[src/rtl/solar_adc_sequencer_if.sv]
// ----------------------------------------------------------------------------
// solar_adc_sequencer_if
//   Handshake bundle between the ADC sequencer and an external multiplexed ADC.
//
//   adc_start  sequencer -> ADC   one-cycle conversion start pulse
//   adc_chan   sequencer -> ADC   mux channel: 0=voltage 1=current 2=temperature
//   adc_valid  ADC -> sequencer   conversion result strobe
//   adc_data   ADC -> sequencer   conversion result, valid with adc_valid
//
//   master : the sequencer side
//   slave  : the ADC side
// ----------------------------------------------------------------------------
interface solar_adc_sequencer_if #(
    parameter int DATA_W = 12
);
    logic              adc_start;
    logic [1:0]        adc_chan;
    logic              adc_valid;
    logic [DATA_W-1:0] adc_data;

    modport master (
        output adc_start,
        output adc_chan,
        input  adc_valid,
        input  adc_data
    );

    modport slave (
        input  adc_start,
        input  adc_chan,
        output adc_valid,
        output adc_data
    );
endinterface

[src/rtl/solar_adc_sequencer.sv]
// ----------------------------------------------------------------------------
// solar_adc_sequencer
//   Front end for the solar panel monitor. Scans voltage, current and
//   temperature through a multiplexed ADC, averages 2^AVG_LOG2 conversions per
//   channel, and publishes all three averages together as one frame.
//
//   clk          system clock, rising edge
//   reset        asynchronous, active-low reset
//   enable       1 = run frames back to back; 0 = stop after the current frame
//   clear_err    clears the sticky adc_timeout flag
//   adc          ADC handshake (start/chan out, valid/data in)
//   voltage      averaged voltage of the last complete frame
//   current      averaged current of the last complete frame
//   temperature  averaged temperature of the last complete frame
//   sample_valid one-cycle strobe, high while a new frame is first visible
//   adc_timeout  sticky: the ADC did not answer within TIMEOUT_CYCLES
// ----------------------------------------------------------------------------
module solar_adc_sequencer #(
    parameter int DATA_W         = 12,
    parameter int AVG_LOG2       = 2,
    parameter int SETTLE_CYCLES  = 4,
    parameter int TIMEOUT_CYCLES = 255
) (
    input  logic                  clk,
    input  logic                  reset,
    input  logic                  enable,
    input  logic                  clear_err,
    solar_adc_sequencer_if.master adc,
    output logic [DATA_W-1:0]     voltage,
    output logic [DATA_W-1:0]     current,
    output logic [DATA_W-1:0]     temperature,
    output logic                  sample_valid,
    output logic                  adc_timeout
);
    localparam int ACC_W = DATA_W + AVG_LOG2;
    localparam int SET_W = (SETTLE_CYCLES > 1) ? $clog2(SETTLE_CYCLES) : 1;
    localparam int TMO_W = (TIMEOUT_CYCLES > 1) ? $clog2(TIMEOUT_CYCLES) : 1;
    localparam int SMP_W = AVG_LOG2 + 1;

    localparam logic [SET_W-1:0] SETTLE_LAST = SET_W'(SETTLE_CYCLES - 1);
    localparam logic [TMO_W-1:0] WAIT_LAST   = TMO_W'(TIMEOUT_CYCLES - 1);
    localparam logic [SMP_W-1:0] SAMP_LAST   = SMP_W'((1 << AVG_LOG2) - 1);

    typedef enum logic [2:0] {
        S_IDLE,
        S_SETTLE,
        S_START,
        S_WAIT,
        S_UPDATE
    } state_t;

    state_t            state;
    state_t            state_next;
    logic [1:0]        chan;
    logic [SET_W-1:0]  settle_cnt;
    logic [TMO_W-1:0]  wait_cnt;
    logic [SMP_W-1:0]  samp_cnt;
    logic [ACC_W-1:0]  acc;
    logic [ACC_W-1:0]  acc_sum;
    logic [DATA_W-1:0] avg_new;
    logic [DATA_W-1:0] sh_volt;
    logic [DATA_W-1:0] sh_curr;
    logic              accept;
    logic              chan_done;
    logic              frame_done;
    logic              tmo_hit;

    // Average by truncating shift; the accumulator is wide enough that the
    // shifted value always fits DATA_W.
    function automatic logic [DATA_W-1:0] avg_trunc(input logic [ACC_W-1:0] sum);
        return DATA_W'(sum >> AVG_LOG2);
    endfunction

    assign acc_sum    = acc + ACC_W'(adc.adc_data);
    assign avg_new    = avg_trunc(acc_sum);
    assign frame_done = chan_done && (chan == 2'd2);

    assign adc.adc_start = (state == S_START);
    assign adc.adc_chan  = chan;

    // ---- state register ----
    always_ff @(posedge clk or negedge reset) begin
        if (!reset) begin
            state <= S_IDLE;
        end else begin
            state <= state_next;
        end
    end

    // ---- next-state / control decode ----
    always_comb begin
        state_next = state;
        accept     = 1'b0;
        chan_done  = 1'b0;
        tmo_hit    = 1'b0;
        case (state)
            S_IDLE: begin
                if (enable) state_next = S_SETTLE;
            end
            S_SETTLE: begin
                if (settle_cnt == SETTLE_LAST) state_next = S_START;
            end
            S_START: begin
                state_next = S_WAIT;
            end
            S_WAIT: begin
                if (adc.adc_valid) begin
                    accept = 1'b1;
                    if (samp_cnt == SAMP_LAST) begin
                        chan_done  = 1'b1;
                        state_next = (chan == 2'd2) ? S_UPDATE : S_SETTLE;
                    end else begin
                        // Same channel: the mux is already settled.
                        state_next = S_START;
                    end
                end else if (wait_cnt == WAIT_LAST) begin
                    tmo_hit    = 1'b1;
                    state_next = enable ? S_SETTLE : S_IDLE;
                end
            end
            S_UPDATE: begin
                state_next = enable ? S_SETTLE : S_IDLE;
            end
            default: begin
                state_next = S_IDLE;
            end
        endcase
    end

    // ---- counters, accumulator, shadows and frame outputs ----
    always_ff @(posedge clk or negedge reset) begin
        if (!reset) begin
            chan         <= '0;
            settle_cnt   <= '0;
            wait_cnt     <= '0;
            samp_cnt     <= '0;
            acc          <= '0;
            sh_volt      <= '0;
            sh_curr      <= '0;
            voltage      <= '0;
            current      <= '0;
            temperature  <= '0;
            sample_valid <= 1'b0;
            adc_timeout  <= 1'b0;
        end else begin
            settle_cnt <= (state == S_SETTLE && state_next == S_SETTLE)
                          ? settle_cnt + SET_W'(1) : '0;
            wait_cnt   <= (state == S_WAIT && state_next == S_WAIT)
                          ? wait_cnt + TMO_W'(1) : '0;

            if (accept) begin
                if (chan_done) begin
                    acc      <= '0;
                    samp_cnt <= '0;
                end else begin
                    acc      <= acc_sum;
                    samp_cnt <= samp_cnt + SMP_W'(1);
                end
            end else if (tmo_hit) begin
                acc      <= '0;
                samp_cnt <= '0;
            end

            // Temperature has no shadow: it is the last channel, so its
            // average goes straight to the output together with the other two.
            // Shadows touched by an aborted frame are always rewritten before
            // the next publish, so they never leak to the outputs.
            if (chan_done) begin
                case (chan)
                    2'd0:    sh_volt <= avg_new;
                    2'd1:    sh_curr <= avg_new;
                    default: ;
                endcase
            end

            // Publish on the edge into UPDATE so the new frame and its strobe
            // are visible during the UPDATE cycle itself.
            sample_valid <= frame_done;
            if (frame_done) begin
                voltage     <= sh_volt;
                current     <= sh_curr;
                temperature <= avg_new;
            end

            if (chan_done && chan != 2'd2) begin
                chan <= chan + 2'd1;
            end else if (tmo_hit || (state != S_SETTLE && state_next == S_SETTLE)) begin
                chan <= '0;
            end

            // A new timeout wins over a simultaneous clear.
            if (tmo_hit) begin
                adc_timeout <= 1'b1;
            end else if (clear_err) begin
                adc_timeout <= 1'b0;
            end
        end
    end
endmodule
[src/flat_wrapper.sv]
// flat-port wrapper written by rule: the top's interface ports become plain ports
module solar_adc_sequencer_flat 
#(
    parameter int DATA_W         = 12,
    parameter int AVG_LOG2       = 2,
    parameter int SETTLE_CYCLES  = 4,
    parameter int TIMEOUT_CYCLES = 255
)
  (clk, reset, enable, clear_err, voltage, current, temperature, sample_valid, adc_timeout, adc_adc_start, adc_adc_chan, adc_adc_valid, adc_adc_data);
  solar_adc_sequencer_if #(.DATA_W(DATA_W)) adc_i ();
  input  logic clk;
  input  logic reset;
  input  logic enable;
  input  logic clear_err;
  output logic [DATA_W-1:0] voltage;
  output logic [DATA_W-1:0] current;
  output logic [DATA_W-1:0] temperature;
  output logic sample_valid;
  output logic adc_timeout;
  output wire logic [$bits(adc_i.adc_start)-1:0] adc_adc_start;
  output wire logic [$bits(adc_i.adc_chan)-1:0] adc_adc_chan;
  input wire logic [$bits(adc_i.adc_valid)-1:0] adc_adc_valid;
  input wire logic [$bits(adc_i.adc_data)-1:0] adc_adc_data;
  assign adc_adc_start = adc_i.adc_start;
  assign adc_adc_chan = adc_i.adc_chan;
  assign adc_i.adc_valid = adc_adc_valid;
  assign adc_i.adc_data = adc_adc_data;
  solar_adc_sequencer #(.DATA_W(DATA_W), .AVG_LOG2(AVG_LOG2), .SETTLE_CYCLES(SETTLE_CYCLES), .TIMEOUT_CYCLES(TIMEOUT_CYCLES)) u_core (.clk(clk), .reset(reset), .enable(enable), .clear_err(clear_err), .adc(adc_i), .voltage(voltage), .current(current), .temperature(temperature), .sample_valid(sample_valid), .adc_timeout(adc_timeout));
endmodule
[config.mk]
export PLATFORM = sky130hd
export DESIGN_NAME = solar_adc_sequencer_flat
export DESIGN_NICKNAME = d
export VERILOG_FILES = /design/src/rtl/solar_adc_sequencer_if.sv /design/src/rtl/solar_adc_sequencer.sv /design/src/flat_wrapper.sv
export SDC_FILE = /design/constraint.sdc
export NUM_CORES = 1
export LEC_CHECK = 0
export CAP_MARGIN = 0
export CORE_MARGIN = 4
export CORE_UTILIZATION = 30
export DETAILED_ROUTE_END_ITERATION = 8
export PLACE_DENSITY_LB_ADDON = 0.05
export SLEW_MARGIN = 25
export SYNTH_ARGS = -nofsm -noshare
export SYNTH_HDL_FRONTEND = slang
export SYNTH_SLANG_ARGS = --single-unit
[constraint.sdc]
create_clock -name clk -period 2.15 [get_ports clk]
set_clock_uncertainty 0.05 [all_clocks]
set_input_delay 0.645 -clock clk [delete_from_list [all_inputs] [get_ports clk]]
set_output_delay 0.645 -clock clk [all_outputs]
set_load 0.005 [all_outputs]
==> results_dict.tcl <==
set metrics [dict create \
    finalCritPeriodShare 0.992 \
    wl_per_cell_um 15.2 \
    synthArstFlopShare 1.00 \
    hold_path.class "in2async" \
    routed_wirelength_um 11500 \
    ir_drop_mv 0.437 \
    min_period_ps 2130 \
    gp_congestion 0.811 \
    critPathCaptureType "register" \
    critical_path_class "in2reg" \
    arrival_ps 2320 \
    max_slew_margin 0.578 \
    synth-seq-area-share 0.519 \
    synth_area_sq_um 4530 \
    yosysWarningCount 0 \
    drt_pass1_iterations 4 \
    status "complete, no violations" \
    antenna_found_initial 0 \
    cts_num_sinks 94 \
    place_hpwl_um 8260 \
    drc 0 \
    grt_max_degree 95 \
    critPathBufInv 3 \
    p_per_area_nw_per_um2 1090 \
    grt_pass1_wl_um 18700 \
    viasPerCell 4.73 \
    slowest_delay_ps 410 \
    grt_overflow 0 \
    max_freq_mhz 469 \
    clk_pin_slew_ps 70 \
    power.leakage_nw 2.99 \
    clock_latency_ps 340 \
    cts-buffers-inserted 9 \
    start_util 0.310 \
    final_util 0.439 \
    drive_above_1_share 0.262 \
    grt_usage 0.141 \
    fin_area_sq_um 6420 \
    ctsHoldBuffers 0 \
    timing.rr.end "u_core.sh_volt[6]$_DFFE_PN0P_" \
    max-cap-violations 0 \
    nets 602 \
    cts_buffer_depth 2 \
    timing.rr.start "u_core.acc[0]$_DFFE_PN0P_" \
    crit_path_top_delay_cell "fa_2" \
    nFillCells 1459 \
    cts-root-buf "clkbuf_16" \
    ys.flop_type "dfrtp_1" \
    areaGrowthSynthToFinish_pct 41.7 \
    rsz0062_at_grt "yes" \
    htree_num_levels 3 \
    cp_top_family "compound AO/OA/AOI/OAI gates" \
    die_area_sq_um 17100 \
    core_sq_um 14600 \
    synth-seq-cells 94 \
    num_rows 44 \
    tightest_slew_ps 629 \
    start_kind "input pin" \
    netlist_instances 444 \
    postSynthNetCount 482 \
    finalSetupViolCount 0 \
    io_buffers 57 \
    worst_r2r_path_depth 8 \
    antenna_cells 0 \
    cts_tree "done" \
    final_antenna_net_count 0 \
    ys_types 60 \
    drt_iter0_drc 145 \
    die_x_um 131 \
    cp.required_ps 2330 \
    io_pins 58 \
    die_h_um 131 \
    r2r_slack_ps 30 \
    avgSynthCellArea_sq_um 10.2 \
    hold_viol_final 0 \
    synth_edf_count 0 \
    slew_violations 0 \
    vias 3565 \
    cp_cell_sequence "buf_2 > buf_6 > fa_2 > a211oi_4 > o21ai_4 > a221oi_2 > xor2_1 > buf_4 > o21ai_1" \
    cp_max_fo 4 \
    placed_cell_area_sq_um 5820 \
    grt_pass1_vias 3618 \
]
## power by group
group | leakage (nW) | switching (W) | total (W) | internal [W]
clock network | 0.144 | 0.000688 | 0.00165 | 0.000963
logic | 1.57 | 0.00155 | 0.00304 | 0.00149
registers | 1.28 | 0.000265 | 0.00232 | 0.00205
## cells in the mapped netlist (3+ instances only)
library cell	number	area share
nand2_1	109	0.090
dfrtp_1	94	0.52
o21ai_1	26	0.029
ha_1	20	0.055
nor2_1	20	0.017
o21ai_0	15	0.017
nand3_1	12	0.013
inv_1	11	0.0091
a22o_1	9	0.017
xor2_1	8	0.015
a21oi_1	7	0.0077
clkbuf_1	7	0.0058
mux2_1	7	0.017
nor3_1	7	0.0077
buf_4	6	0.0099
mux2_2	6	0.015
xnor2_1	6	0.012
a21o_1	5	0.0083
nand2b_1	4	0.0055
nand4_1	4	0.0055
a2111oi_2	3	0.0099
a211oi_2	3	0.0083
buf_2	3	0.0033
mux2i_1	3	0.0066
o21bai_1	3	0.0050
or3_1	3	0.0041
## state kept, by name (all words and copies together) (netlist names)
name and count:
u_core.settle_cnt 2, u_core.sh_curr 12, u_core.sh_volt 12, u_core.wait_cnt 8
u_core.temperature 12, u_core.voltage 12, u_core.current 12, u_core.state 3
u_core.acc 14, u_core.adc_timeout 1, u_core.samp_cnt 3, u_core.adc.adc_chan 2
u_core.sample_valid 1
## layer usage
layer	GRT usage	share of wire
met5	0	0
met4	0.0436	0.012
met3	0.0309	0.030
met2	0.234	0.48
met1	0.185	0.47
## layout make-up
class | count | area (sq um) | share of cell area
timing repair buffer | 127 | 1120 | 0.175
multi-input combinational | 320 | 2360 | 0.368
inverter | 12 | 45.0 | 0.00701
clock buffer | 11 | 253 | 0.0393
tap | 184 | 230 | 0.0358
sequential | 94 | 2350 | 0.366
clock inverter | 5 | 57.6 | 0.00896
## cell families (layout without fill, tap and decap cells)
group / Yosys count / count (layout) / share of synthesized area
mux: 16 / 16 / 0.0389
flops: 94 / 94 / 0.519
simple gates: 176 / 176 / 0.172
fa+ha+maj: 21 / 21 / 0.0596
xor+xnor: 14 / 14 / 0.0270
buf+inv: 30 / 155 / 0.0339
compound gates: 93 / 93 / 0.149
## metrics by stage
| stage | hold WS (ps) | power, W | worst slack [ps] | TNS (ps) | instances |
|---|---|---|---|---|---|
| after floorplan | 299 | 0.00375 | -230 | -1980 | 444 |
| after global placement | 370 | 0.00487 | -759 | -30450 | 735 |
| after detailed placement | 378 | 0.00490 | -795 | -31110 | 735 |
| after CTS | 315 | 0.00698 | 5.11 | 0 | 753 |
| after global routing | 333 | 0.00749 | -64.9 | -710 | 753 |
| final | 285 | 0.00701 | 18.1 | 0 | 753 |
## repair_timing
item,4_1_cts,5_1_grt
setup buffers,2,0
pin swaps,20,6
resized for setup,48,14
setup endpoints to repair,45,27
## worst max-delay path by stage
stage / startpoint / end / slack [ps] / depth (start not counted)
after global placement: adc_adc_data[0] / u_core.acc[12]$_DFFE_PN0P_ / -760 / 9
after global routing: u_core.acc[0]$_DFFE_PN0P_ / u_core.sh_volt[6]$_DFFE_PN0P_ / -60 / 8
after detailed placement: adc_adc_data[0] / u_core.acc[12]$_DFFE_PN0P_ / -790 / 9
final: adc_adc_data[1] / u_core.sh_volt[6]$_DFFE_PN0P_ / 20 / 9
after floorplan: adc_adc_data[0] / u_core.sh_curr[6]$_DFFE_PN0P_ / -230 / 7
after CTS: u_core.acc[0]$_DFFE_PN0P_ / u_core.temperature[8]$_DFFE_PN0P_ / 5 / 8
## cells in the final DEF (no fill, tap or decap), types with 4 or more instances in the layout
cell type and count:
nor2_1 19, dfrtp_1 94, o21ai_1 20, clkdlybuf4s50_1 43, a21oi_2 4, inv_1 11
o21ai_0 14, nor3_1 6, mux2_1 6, a211oi_4 4, ha_1 10, a21oi_1 4
clkbuf_16 9, a21o_1 5, ha_4 10, nand3_1 12, o21ai_2 7, nand2b_1 4
mux2_2 5, buf_4 65, xor2_1 7, a22o_1 9, nand2_1 109, nand4_1 4
dlygate4sd2_1 10
No activity file was read; power rests on OpenSTA's default activity.
